[src/rtl/lmmi_cfg_sequencer_pkg.sv]
// Shared definitions for the LMMI configuration sequencer.
//   - FSM state encoding (IDLE/REQ/WAIT_RD/RSP), kept identical to the other
//     LMMI users so waveforms decode the same way everywhere.
//   - Default LMMI widths and timeout.
//   - ctr_width(): timeout counter width, never below 1 bit.
package lmmi_cfg_sequencer_pkg;

    localparam int LMMI_OFFSET_W = 7;
    localparam int LMMI_DATA_W   = 8;
    localparam int LMMI_TIMEOUT  = 255;

    localparam logic [1:0] ST_IDLE    = 2'd0;
    localparam logic [1:0] ST_REQ     = 2'd1;
    localparam logic [1:0] ST_WAIT_RD = 2'd2;
    localparam logic [1:0] ST_RSP     = 2'd3;

    // clog2(limit+1) is 0 when the timeout is disabled; keep a 1-bit counter
    // in that case so the port/vector widths stay legal.
    function automatic int ctr_width(input int limit);
        int w;
        w = $clog2(limit + 1);
        return (w < 1) ? 1 : w;
    endfunction

endpackage

[src/rtl/lmmi_timeout_ctr.sv]
// Saturating cycle counter for LMMI operation timeouts.
// Ports:
//   clk     in   rising-edge clock
//   rst     in   synchronous active-high reset
//   clr     in   restart count at 0 (new operation)
//   en      in   count this cycle (operation in flight)
//   expired out  this is the last allowed cycle (count == LIMIT-1 while en);
//                never asserted when LIMIT == 0
module lmmi_timeout_ctr #(
    parameter int W     = 8,
    parameter int LIMIT = 255
) (
    input  logic clk,
    input  logic rst,
    input  logic clr,
    input  logic en,
    output logic expired
);

    localparam logic [W-1:0] LAST = (LIMIT == 0) ? '1 : W'(LIMIT - 1);

    logic [W-1:0] cnt;

    // Saturate instead of wrapping: with the timeout disabled an operation can
    // sit in flight indefinitely and must not alias back to a small count.
    always_ff @(posedge clk) begin
        if (rst || clr)
            cnt <= '0;
        else if (en && (cnt != '1))
            cnt <= cnt + 1'b1;
    end

    assign expired = (LIMIT != 0) && en && (cnt == LAST);

endmodule

[src/rtl/lmmi_cfg_sequencer.sv]
// LMMI master sequencer: takes a valid/ready stream of register read/write
// commands and runs them one at a time on an LMMI port, returning exactly one
// response (read data or write ack, plus timeout flag) per command.
// Ports:
//   clk, rst                        clock, synchronous active-high reset
//   cmd_valid/ready/write/offset/wdata   command stream in
//   rsp_valid/ready/data/err        response stream out (held until taken)
//   lmmi_request/wr_rdn/offset/wdata     LMMI request out
//   lmmi_ready/rdata/rdata_valid    LMMI handshake/data in
//   busy                            sequencer not idle
// Every output is a register or a decode of the state register, so there is
// no combinational path from any input to any output.
module lmmi_cfg_sequencer
    import lmmi_cfg_sequencer_pkg::*;
#(
    parameter int OFFSET_W = LMMI_OFFSET_W,
    parameter int DATA_W   = LMMI_DATA_W,
    parameter int TIMEOUT  = LMMI_TIMEOUT
) (
    input  logic                clk,
    input  logic                rst,
    input  logic                cmd_valid,
    output logic                cmd_ready,
    input  logic                cmd_write,
    input  logic [OFFSET_W-1:0] cmd_offset,
    input  logic [DATA_W-1:0]   cmd_wdata,
    output logic                rsp_valid,
    input  logic                rsp_ready,
    output logic [DATA_W-1:0]   rsp_data,
    output logic                rsp_err,
    output logic                lmmi_request,
    output logic                lmmi_wr_rdn,
    output logic [OFFSET_W-1:0] lmmi_offset,
    output logic [DATA_W-1:0]   lmmi_wdata,
    input  logic                lmmi_ready,
    input  logic [DATA_W-1:0]   lmmi_rdata,
    input  logic                lmmi_rdata_valid,
    output logic                busy
);

    localparam int CTR_W = ctr_width(TIMEOUT);

    logic [1:0] state;
    logic       accept;
    logic       in_flight;
    logic       expired;

    assign accept    = (state == ST_IDLE) && cmd_valid;
    assign in_flight = (state == ST_REQ) || (state == ST_WAIT_RD);

    lmmi_timeout_ctr #(
        .W     (CTR_W),
        .LIMIT (TIMEOUT)
    ) u_tmo (
        .clk     (clk),
        .rst     (rst),
        .clr     (accept),
        .en      (in_flight),
        .expired (expired)
    );

    // The latched command drives the LMMI request fields directly, so they
    // cannot move while the request waits for lmmi_ready.
    always_ff @(posedge clk) begin
        if (rst) begin
            state       <= ST_IDLE;
            lmmi_wr_rdn <= 1'b0;
            lmmi_offset <= '0;
            lmmi_wdata  <= '0;
            rsp_data    <= '0;
            rsp_err     <= 1'b0;
        end else begin
            case (state)
                ST_IDLE: begin
                    if (cmd_valid) begin
                        lmmi_wr_rdn <= cmd_write;
                        lmmi_offset <= cmd_offset;
                        lmmi_wdata  <= cmd_wdata;
                        rsp_data    <= '0;
                        rsp_err     <= 1'b0;
                        state       <= ST_REQ;
                    end
                end
                // Completion is checked before expiry so a completion on the
                // final allowed cycle still succeeds. A read accepted on the
                // final cycle without data is not a completion and times out.
                ST_REQ: begin
                    if (lmmi_ready && lmmi_wr_rdn) begin
                        state <= ST_RSP;
                    end else if (lmmi_ready && lmmi_rdata_valid) begin
                        rsp_data <= lmmi_rdata;
                        state    <= ST_RSP;
                    end else if (expired) begin
                        rsp_err <= 1'b1;
                        state   <= ST_RSP;
                    end else if (lmmi_ready) begin
                        state <= ST_WAIT_RD;
                    end
                end
                ST_WAIT_RD: begin
                    if (lmmi_rdata_valid) begin
                        rsp_data <= lmmi_rdata;
                        state    <= ST_RSP;
                    end else if (expired) begin
                        rsp_err <= 1'b1;
                        state   <= ST_RSP;
                    end
                end
                default: begin
                    if (rsp_ready)
                        state <= ST_IDLE;
                end
            endcase
        end
    end

    assign cmd_ready    = (state == ST_IDLE);
    assign busy         = (state != ST_IDLE);
    assign lmmi_request = (state == ST_REQ);
    assign rsp_valid    = (state == ST_RSP);

endmodule
[config.mk]
export PLATFORM = sky130hd
export DESIGN_NAME = lmmi_cfg_sequencer
export DESIGN_NICKNAME = d
export VERILOG_FILES = /design/src/rtl/lmmi_cfg_sequencer_pkg.sv /design/src/rtl/lmmi_timeout_ctr.sv /design/src/rtl/lmmi_cfg_sequencer.sv
export SDC_FILE = /design/constraint.sdc
export NUM_CORES = 1
export LEC_CHECK = 0
export CAP_MARGIN = 5
export CORE_MARGIN = 5
export CORE_UTILIZATION = 32
export CTS_BUF_LIST = sky130_fd_sc_hd__clkbuf_8
export DETAILED_ROUTE_END_ITERATION = 8
export DONT_BUFFER_PORTS = 1
export PLACE_DENSITY_LB_ADDON = 0.2
export SYNTH_ARGS = -nofsm -noshare
export SYNTH_HDL_FRONTEND = slang
export SYNTH_SLANG_ARGS = --single-unit
[constraint.sdc]
create_clock -name clk -period 2.7 [get_ports clk]
set_input_delay 0.135 -clock clk [delete_from_list [all_inputs] [get_ports clk]]
set_output_delay 0.135 -clock clk [all_outputs]
set_load 0.02 [all_outputs]
==> metrics.md, run 1 <==
| Metric | Value |
|---|---|
| Total Negative Setup Slacks | `0 ns` |
| Number of filler instances in the final layout | `501` |
| Remaining antenna violation count | `0` |
| Net Sw Power | `around 0.00074 W` |
| Run status | `completed` |
| Post-placement worst setup slack | `about 0.73 ns` |
| Pwr dens | `~910 nW/µm²` |
| WP data required | `around 2.9 ns` |
| Total wire length after detailed routing | `about 4200 µm` |
| Die area | `between 6000 and 7000 µm²` |
| Xor/xnor cell area share of the yosys netlist | `roughly 1.1%` |
| Drt via density | `slightly below 5` |
| Proportion of synthesized flip-flops having asynchronous set or reset | `0%` |
| Reg power frac | `43.5%` |
| Die X | `between 80 and 90 µm` |
| Number of clock buffers inserted by TritonCTS | `5` |
| Final number of setup-violating endpoints | `0` |
| Total length of routed met2 wires | `1860 µm` |
| Crit path setup slack, layout | `0.528 ns` |
| Reg2reg start | `state[0]$_SDFFE_PP0P_` |
| Hold crit path type | `in2reg` |
| Initial standard-cell utilization of the core | `between 30% and 40%` |
| TritonCTS clock tree | `done` |
| Arrival time at the worst endpoint | `between 2 and 2.5 ns` |
| Synth-to-layout area growth | `20.5%` |
| Wire length per cell after detailed routing | `14.9 µm` |
| Met1 wire length | `approximately 1900 µm` |
| Average cell area after synthesis | `8.29 µm²` |
| Internal Power | `0.00101 W` |
| Most common flop cell mapped by yosys | `sky130_fd_sc_hd__dfxtp_1` |
| Hold bufs inserted after CTS | `17` |
| Endpoints failing hold | `0` |
| Number of rows in the core area | `25` |
| Die Y | `80.7 µm` |
| Origin of the worst min-delay path | `lmmi_rdata[1]` |
| Total leakage power | `around 0.71 nW` |
| Weighted congestion at the end of routability-driven global placement | `between 0.7 and 0.8` |
| Clk_skew | `roughly 0.0022 ns` |
| Number of nets in the finished design | `248` |
| Combinational family with the most area after synthesis | `simple AND/OR/NAND/NOR gates` |
| IO buf count | `0` |
| Maximum level of the CTS H-tree | `2` |
| Vias in the first global route | `~1300` |
| Sequential area share after synthesis | `between 40% and 50%` |
| Worst ir drop on vdd | `about 0.37 mV` |
| Wire length on met3 | `411 µm` |
| Slew Limit Fails | `0` |
| Min Tclk post-route | `roughly 2.2 ns` |
| Number of unique standard cell types used by synthesis | `32` |
| Setup Buffers After CTS | `0` |
| Synth area leader | `sky130_fd_sc_hd__dfxtp_1` |
| Timing-limited maximum frequency | `around 0.46 GHz` |
| Number of enable-type register cells in the synthesized netlist | `0` |
| Clock power share | `a little over a fifth` |
| Number of instances in the synthesized netlist | `between 150 and 200` |
| Setup CP Type | `reg2reg` |
| Fraction of layout instances using a drive strength above 1 | `under 10%` |
| Pin count of the biggest net entering global routing | `26` |
| Simple-gate share of the synthesized area | `22.8%` |
| Antenna violations before repair | `0` |
| Top-area cell type share of the netlist area | `between 40% and 50%` |
| TritonRoute pass-1 iters | `4` |
| Yosys reg bits | `35` |
| Share of total power consumed by net switching | `between 40% and 50%` |
| Uppermost signal routing layer after detailed routing | `met4` |
| CTS resizes | `0` |
| Buffer type at the clock tree root | `sky130_fd_sc_hd__clkbuf_8` |
| Critical path startpoint | `state[0]$_SDFFE_PP0P_` |
| Global-route wire length before repair | `slightly below 7000 µm` |
| Antenna diode instance count | `0` |
| Slew at the pin closest to its max-slew limit | `~0.94 ns` |
| Max FO, Critical Path | `16` |
| Top-level port count | `59` |
| Total number of vias | `about 1400` |
| Iter 0 DRT Violations | `53` |
| Core region area | `4790 µm²` |
| CP startpoint kind | `register` |
| Clock Latency Late Sink | `roughly 0.28 ns` |
| Endpoint type of the worst setup path | `register` |
| Final worst path period share | `80.5%` |
| Count of clock tree sinks | `35` |
| Detailed Place HPWL | `just under 3000 µm` |
| Leftover overflow at the end of global routing | `0` |
| Max_slew headroom | `roughly 37%` |
| Share of synthesized area spent on multiplexers | `1.25%` |
| Synthesized cell area | `roughly 1600 µm²` |
| Synth Area in Compound Gates | `between 20% and 30%` |
| Clock slew seen by the registers of the worst setup and hold paths | `around 0.070 ns` |
| Adder and majority gate portion of the synthesized area | `5.48%` |
| Main area contributors after synthesis | `sky130_fd_sc_hd__dfxtp_1 44%, sky130_fd_sc_hd__nand2_1 8.7%, sky130_fd_sc_hd__a21oi_1 8.1%` |
| Footprint of the multi-input gates | `roughly 830 µm²` |
| Logic gate share of total power | `approximately 36%` |
| Synthesis warning total | `0` |
| CTS max path bufs | `2` |
| DRC violation count after routing | `0` |
| Total area of sequential cells | `approximately 700 µm²` |
| Syn nets | `230` |
| Max-capacitance violation count | `0` |
| Total GRT Usage | `13.7%` |
| Unrepaired setup endpoints after global routing | `no` |
cells in the mapped netlist (3+ instances only):
master	number
sky130_fd_sc_hd__nor3_1	4
sky130_fd_sc_hd__nand3_1	5
sky130_fd_sc_hd__inv_1	8
sky130_fd_sc_hd__a211oi_1	3
sky130_fd_sc_hd__nand2b_1	3
sky130_fd_sc_hd__clkbuf_1	7
sky130_fd_sc_hd__dfxtp_1	35
sky130_fd_sc_hd__ha_1	7
sky130_fd_sc_hd__and4_1	3
sky130_fd_sc_hd__nand2_1	37
sky130_fd_sc_hd__o21ai_0	11
sky130_fd_sc_hd__nor2_1	9
sky130_fd_sc_hd__nand4_1	9
sky130_fd_sc_hd__a21oi_1	26
power groups by stage:
stage | combinational [W] | sequential, W | clock, W
after floorplan | 0.000483 | 0.000751 | 0
after global placement | 0.000594 | 0.000774 | 0
after detailed placement | 0.000599 | 0.000777 | 0
after CTS | 0.000628 | 0.000765 | 0.000386
after global routing | 0.000717 | 0.000774 | 0.000408
final | 0.000622 | 0.000762 | 0.000367
sequential cells by signal, indices dropped and copies added, names as in the netlist:
name,count
u_tmo.cnt,8
lmmi_offset,7
lmmi_wdata,8
rsp_err,1
lmmi_wr_rdn,1
state,2
rsp_data,8
critical path, cell delays in order (launching register included):
cell	delay, ns
sky130_fd_sc_hd__dfxtp_1	0.41
sky130_fd_sc_hd__inv_1	0.09
sky130_fd_sc_hd__ha_1	0.20
sky130_fd_sc_hd__buf_4	0.18
sky130_fd_sc_hd__nand2_1	0.42
sky130_fd_sc_hd__nand2_1	0.11
sky130_fd_sc_hd__a21oi_1	0.14
sky130_fd_sc_hd__dlygate4sd3_1	0.56
through the flow:
step	hold slack [ns]	power, W	cells	cell area, µm²	utilization (%)
3_3_place_gp	0.211	0.00137	253	1660	34.7
2_1_floorplan	0.271	0.00123	193	1600	-
6_report	0.0109	0.00175	279	1930	40.3
3_5_place_dp	0.213	0.00138	253	1660	34.7
5_1_grt	0.0123	0.00190	279	1930	40.3
4_1_cts	0.00104	0.00178	278	1920	40.1
layer usage:
metal	vias to the layer above	track usage, %
met4	0	3.55
met5	-	0
met3	7	8.07
met1	615	16.8
li1	716	-
met2	35	20.2
final cells by class:
class,instances,share of cell area [%]
clock buffer,5,3.57
inverter,8,1.56
timing repair buffer,20,10.1
multi-input combinational,141,43.2
tap,67,4.35
sequential,35,36.4
clock inverter,3,0.844
placed cells by master (no fill, tap or decap), drive strengths merged, types with 4 or more instances in the layout:
cell,netlist,layout
nand2,37,37
dfxtp,35,35
dlygate4sd3,0,18
nand4,9,9
ha,7,7
inv,8,9
nand3,5,5
clkbuf,7,5
nor3,4,4
o21ai,13,13
a21oi,26,26
nor2,9,9
cells by family (layout without fill, tap and decap cells):
kind of cell | count (synthesis) | in the layout
AOI/OAI and AO/OA | 54 | 54
xor gates and xnor gates | 2 | 2
adders and majority gates | 7 | 7
buffers and inverters | 17 | 36
DFF | 35 | 35
muxes | 2 | 2
and+or+nand+nor | 76 | 76
final timing paths:
| kind | end | depth (start not counted) | slack [ns] |
|---|---|---|---|
| setup / recovery | lmmi_offset[6]$_SDFFE_PP0P_ | 7 | 0.53 |
| setup reg to reg | lmmi_offset[6]$_SDFFE_PP0P_ | 7 | 0.53 |
| hold reg to reg | u_tmo.cnt[5]$_SDFFE_PP0P_ | 2 | 0.54 |
| hold / removal | rsp_data[1]$_SDFFE_PP0P_ | 2 | 0.01 |
Power figures use the tool's default switching activity.
==> inputs of run 2 (changes only) <==
Settings changed: ABC_AREA from default to 1.
Clock period 2.7 ns to 1.8 ns, I/O delays scaled along.
==> metrics.md, run 2 <==
| Metric | Value |
|---|---|
| Met1 track demand over resource in global routing | `between 10% and 20%` |
| Main area contributors after synthesis | `sky130_fd_sc_hd__dfxtp_1 43%, sky130_fd_sc_hd__nor2_1 9.5%, sky130_fd_sc_hd__nand2_1 8.1%` |
| Leftover overflow at the end of global routing | `0` |
| Detailed Place HPWL | `roughly 2800 µm` |
| Most used cells in the layout excluding fill and tap cells | `40 x sky130_fd_sc_hd__nor2_1, 35 x sky130_fd_sc_hd__nand2_1, 34 x sky130_fd_sc_hd__dfxtp_1` |
| Number of unique standard cell types used by synthesis | `29` |
| Vias in the first global route | `1375` |
| Max FO, Critical Path | `9` |
| Reg2reg start | `state[1]$_SDFFE_PP0P_` |
| IO buf count | `0` |
| Total leakage power | `slightly above 0.8 nW` |
| Average cell area after synthesis | `roughly 7.7 µm²` |
| Die area | `6590 µm²` |
| Cell with the most instances after synthesis | `sky130_fd_sc_hd__nor2_1` |
| Proportion of synthesized flip-flops having asynchronous set or reset | `0%` |
| Fraction of layout instances using a drive strength above 1 | `approximately 16%` |
| Endpoints failing hold | `0` |
| Number of clock buffers inserted by TritonCTS | `5` |
| TritonRoute pass-1 iters | `4` |
| Core region area | `between 5000 and 6000 µm²` |
| Total GRT Usage | `between 10% and 20%` |
| CP startpoint kind | `register` |
| Adder and majority gate portion of the synthesized area | `roughly 5.4%` |
| Final number of setup-violating endpoints | `0` |
| Total Negative Setup Slacks | `0 ns` |
| Synth Area in Compound Gates | `13.0%` |
| Number of instances in the synthesized netlist | `210` |
| GR met2 Demand/Resource | `a little over a fifth` |
| Synthesis warning total | `0` |
| Syn nets | `247` |
| Number of cells traversed by the worst hold path | `3` |
| Combinational family with the most area after synthesis | `simple AND/OR/NAND/NOR gates` |
| Count of clock tree sinks | `35` |
| Reg-to-reg critical path endpoint | `rsp_data[6]$_SDFFE_PP0P_` |
| Drt via density | `around 4.5` |
| Synthesized cell area | `~1600 µm²` |
| Hold crit path type | `in2reg` |
| Hold Crit Endpoint | `lmmi_offset[4]$_SDFFE_PP0P_` |
| Post-route standard cell area excluding fillers | `slightly above 2000 µm²` |
| Weighted congestion at the end of routability-driven global placement | `about 0.77` |
| Initial standard-cell utilization of the core | `around 32%` |
| Pin count of the biggest net entering global routing | `20` |
| Routing usage on met3 | `~4.7%` |
| Arrival time at the worst endpoint | `1.77 ns` |
| Total wire length after detailed routing | `between 4000 and 5000 µm` |
| Endpoint type of the worst setup path | `register` |
| Clock Latency Late Sink | `0.28 ns` |
| Clk_skew | `~0.0044 ns` |
| Max_slew headroom | `74.5%` |
| Worst ir drop on vdd | `about 0.46 mV` |
| Number of filler instances in the final layout | `about 530` |
| Run status | `completed` |
| WP data required | `1.96 ns` |
| Xor/xnor cell area share of the yosys netlist | `under 10%` |
| Final worst path period share | `approximately nine tenths` |
| Regs by FF count | `lmmi_wdata x8, rsp_data x8, u_tmo.cnt x8` |
| Simple-gate share of the synthesized area | `30.0%` |
| Min Tclk post-route | `roughly 1.6 ns` |
| Slew Limit Fails | `0` |
| Buffer type at the clock tree root | `sky130_fd_sc_hd__clkbuf_8` |
| Leading cell type in the layout, fill and taps excluded | `sky130_fd_sc_hd__nor2_1` |
| Total number of vias | `between 1000 and 1500` |
| Synth-to-layout area growth | `27.0%` |
| Pwr dens | `around 1500 nW/µm²` |
| Die Y | `slightly above 80 µm` |
| Origin of the worst min-delay path | `rst` |
| Antenna violations before repair | `0` |
| Synth area leader | `sky130_fd_sc_hd__dfxtp_1` |
| Number of rows in the core area | `26` |
| Unrepaired setup endpoints after global routing | `no` |
| TritonCTS clock tree | `done` |
| Clock slew seen by the registers of the worst setup and hold paths | `roughly 0.07 ns` |
| Iter 0 DRT Violations | `52` |
| Share of synthesized area spent on multiplexers | `0%` |
| DRC violation count after routing | `0` |
| Footprint of the multi-input gates | `slightly above 800 µm²` |
| Top cell types by occurrence after synthesis | `41 x sky130_fd_sc_hd__nor2_1, 35 x sky130_fd_sc_hd__dfxtp_1, 35 x sky130_fd_sc_hd__nand2_1, 20 x sky130_fd_sc_hd__o21ai_0, 15 x sky130_fd_sc_hd__a21oi_1` |
| Number of nets in the finished design | `280` |
| Top-level port count | `a little under 60` |
| Timing-limited maximum frequency | `just over 0.6 GHz` |
| Slew at the pin closest to its max-slew limit | `between 0.3 and 0.4 ns` |
| Setup CP Type | `reg2reg` |
| Global-route wire length before repair | `around 6400 µm` |
| Placed cell areas | `1720 µm²` |
| Wire length per cell after detailed routing | `~13 µm` |
| CTS max path bufs | `2` |
| Max-capacitance violation count | `0` |
| Antenna diode instance count | `0` |
| Gr busiest metal | `met2` |
| Number of enable-type register cells in the synthesized netlist | `0` |
| Sequential area share after synthesis | `a little over two fifths` |
| Remaining antenna violation count | `0` |
| Flop-to-flop setup slack | `between 0.15 and 0.2 ns` |
| Maximum level of the CTS H-tree | `2` |
| Most common flop cell mapped by yosys | `sky130_fd_sc_hd__dfxtp_1` |
| Total area of sequential cells | `around 700 µm²` |
| Top-area cell type share of the netlist area | `between 40% and 50%` |
| Yosys reg bits | `35` |
| Logic depth of the worst register-to-register path | `10` |
| Die X | `81.2 µm` |
| Worst hold margin | `0.0999 ns` |
## run 2: changes by cell type in the layout (fill, tap and decap cells not counted), moves of 5 or more
cell,change
sky130_fd_sc_hd__a21oi_1,-11
sky130_fd_sc_hd__dlygate4sd3_1,+7
sky130_fd_sc_hd__nand2_2,+5
sky130_fd_sc_hd__nand4_1,-8
sky130_fd_sc_hd__nor2_1,+31
sky130_fd_sc_hd__o21ai_0,+9
## run 2: worst max path at each step
| stage | from | endpoint | slack [ns] |
|---|---|---|---|
| floorplan | state[0]$_SDFFE_PP0P_ | rsp_data[0]$_SDFFE_PP0P_ | 0.21 |
| global placement | state[0]$_SDFFE_PP0P_ | rsp_data[0]$_SDFFE_PP0P_ | 0.15 |
| CTS | state[0]$_SDFFE_PP0P_ | rsp_data[2]$_SDFFE_PP0P_ | 0.09 |
| detailed placement | state[0]$_SDFFE_PP0P_ | rsp_data[2]$_SDFFE_PP0P_ | 0.15 |
| global route | state[1]$_SDFFE_PP0P_ | rsp_data[6]$_SDFFE_PP0P_ | 0.03 |
| finish | state[1]$_SDFFE_PP0P_ | rsp_data[6]$_SDFFE_PP0P_ | 0.18 |
## run 2: cell type report
type                       instances  area share [%]
multi-input combinational        153            40.0
tap                               70            4.25
clock buffer                       5            3.34
inverter                          17            3.22
sequential                        35            34.1
timing repair buffer              31            14.3
clock inverter                     3           0.790
## run 2: layer usage
metal	routed length [µm]	vias to the layer above	share of wire (%)
met1	1680	626	42
met2	1900	52	47
met3	346	6	8.6
met4	92	0	2.3
li1	-	739	-
met5	0	-	0
## run 2: per-stage QoR
| stage | util [%] | std cells | total power (W) | setup slack [ns] |
|---|---|---|---|---|
| 3_5_place_dp | 34.3 | 281 | 0.00252 | 0.146 |
| 4_1_cts | 41.0 | 314 | 0.00314 | 0.0895 |
| 3_3_place_gp | 34.3 | 281 | 0.00252 | 0.145 |
| 5_1_grt | 41.1 | 314 | 0.00337 | 0.0263 |
| 2_1_floorplan | - | 210 | 0.00222 | 0.214 |
| 6_report | 41.1 | 314 | 0.00311 | 0.183 |
## run 2: cell families (layout without fill, tap and decap cells)
logic type	Yosys count	in the layout
flops	35	35
compound gates	39	39
buf+inv	22	56
simple gates	103	103
fa+ha+maj	7	7
xor+xnor	4	4
## run 2: worst max-delay path, cell delays in order (launching register included)
cell	delay, ns
sky130_fd_sc_hd__dfxtp_1	0.38
sky130_fd_sc_hd__inv_1	0.09
sky130_fd_sc_hd__ha_1	0.26
sky130_fd_sc_hd__inv_2	0.09
sky130_fd_sc_hd__nor2_2	0.04
sky130_fd_sc_hd__nor2_1	0.14
sky130_fd_sc_hd__o21ai_2	0.13
sky130_fd_sc_hd__nor2_8	0.17
sky130_fd_sc_hd__inv_4	0.08
sky130_fd_sc_hd__nand2_1	0.06
sky130_fd_sc_hd__a21oi_1	0.06
## run 2: timing repair
item / 4_1_cts / 5_1_grt
endpoints found under the hold margin: 25 / 0
setup endpoints to repair: 0 / 10
gates resized for setup: 0 / 2
setup buffers: 0 / 0
hold buffers: 25 / 0
## run 2: power by group
part	switching (W)	internal, W	total (W)	leakage [nW]
Combinational	0.000867	0.000465	0.00133	0.493
Sequential	0.000275	0.000949	0.00122	0.287
Clock	0.000287	0.000265	0.000552	0.0453
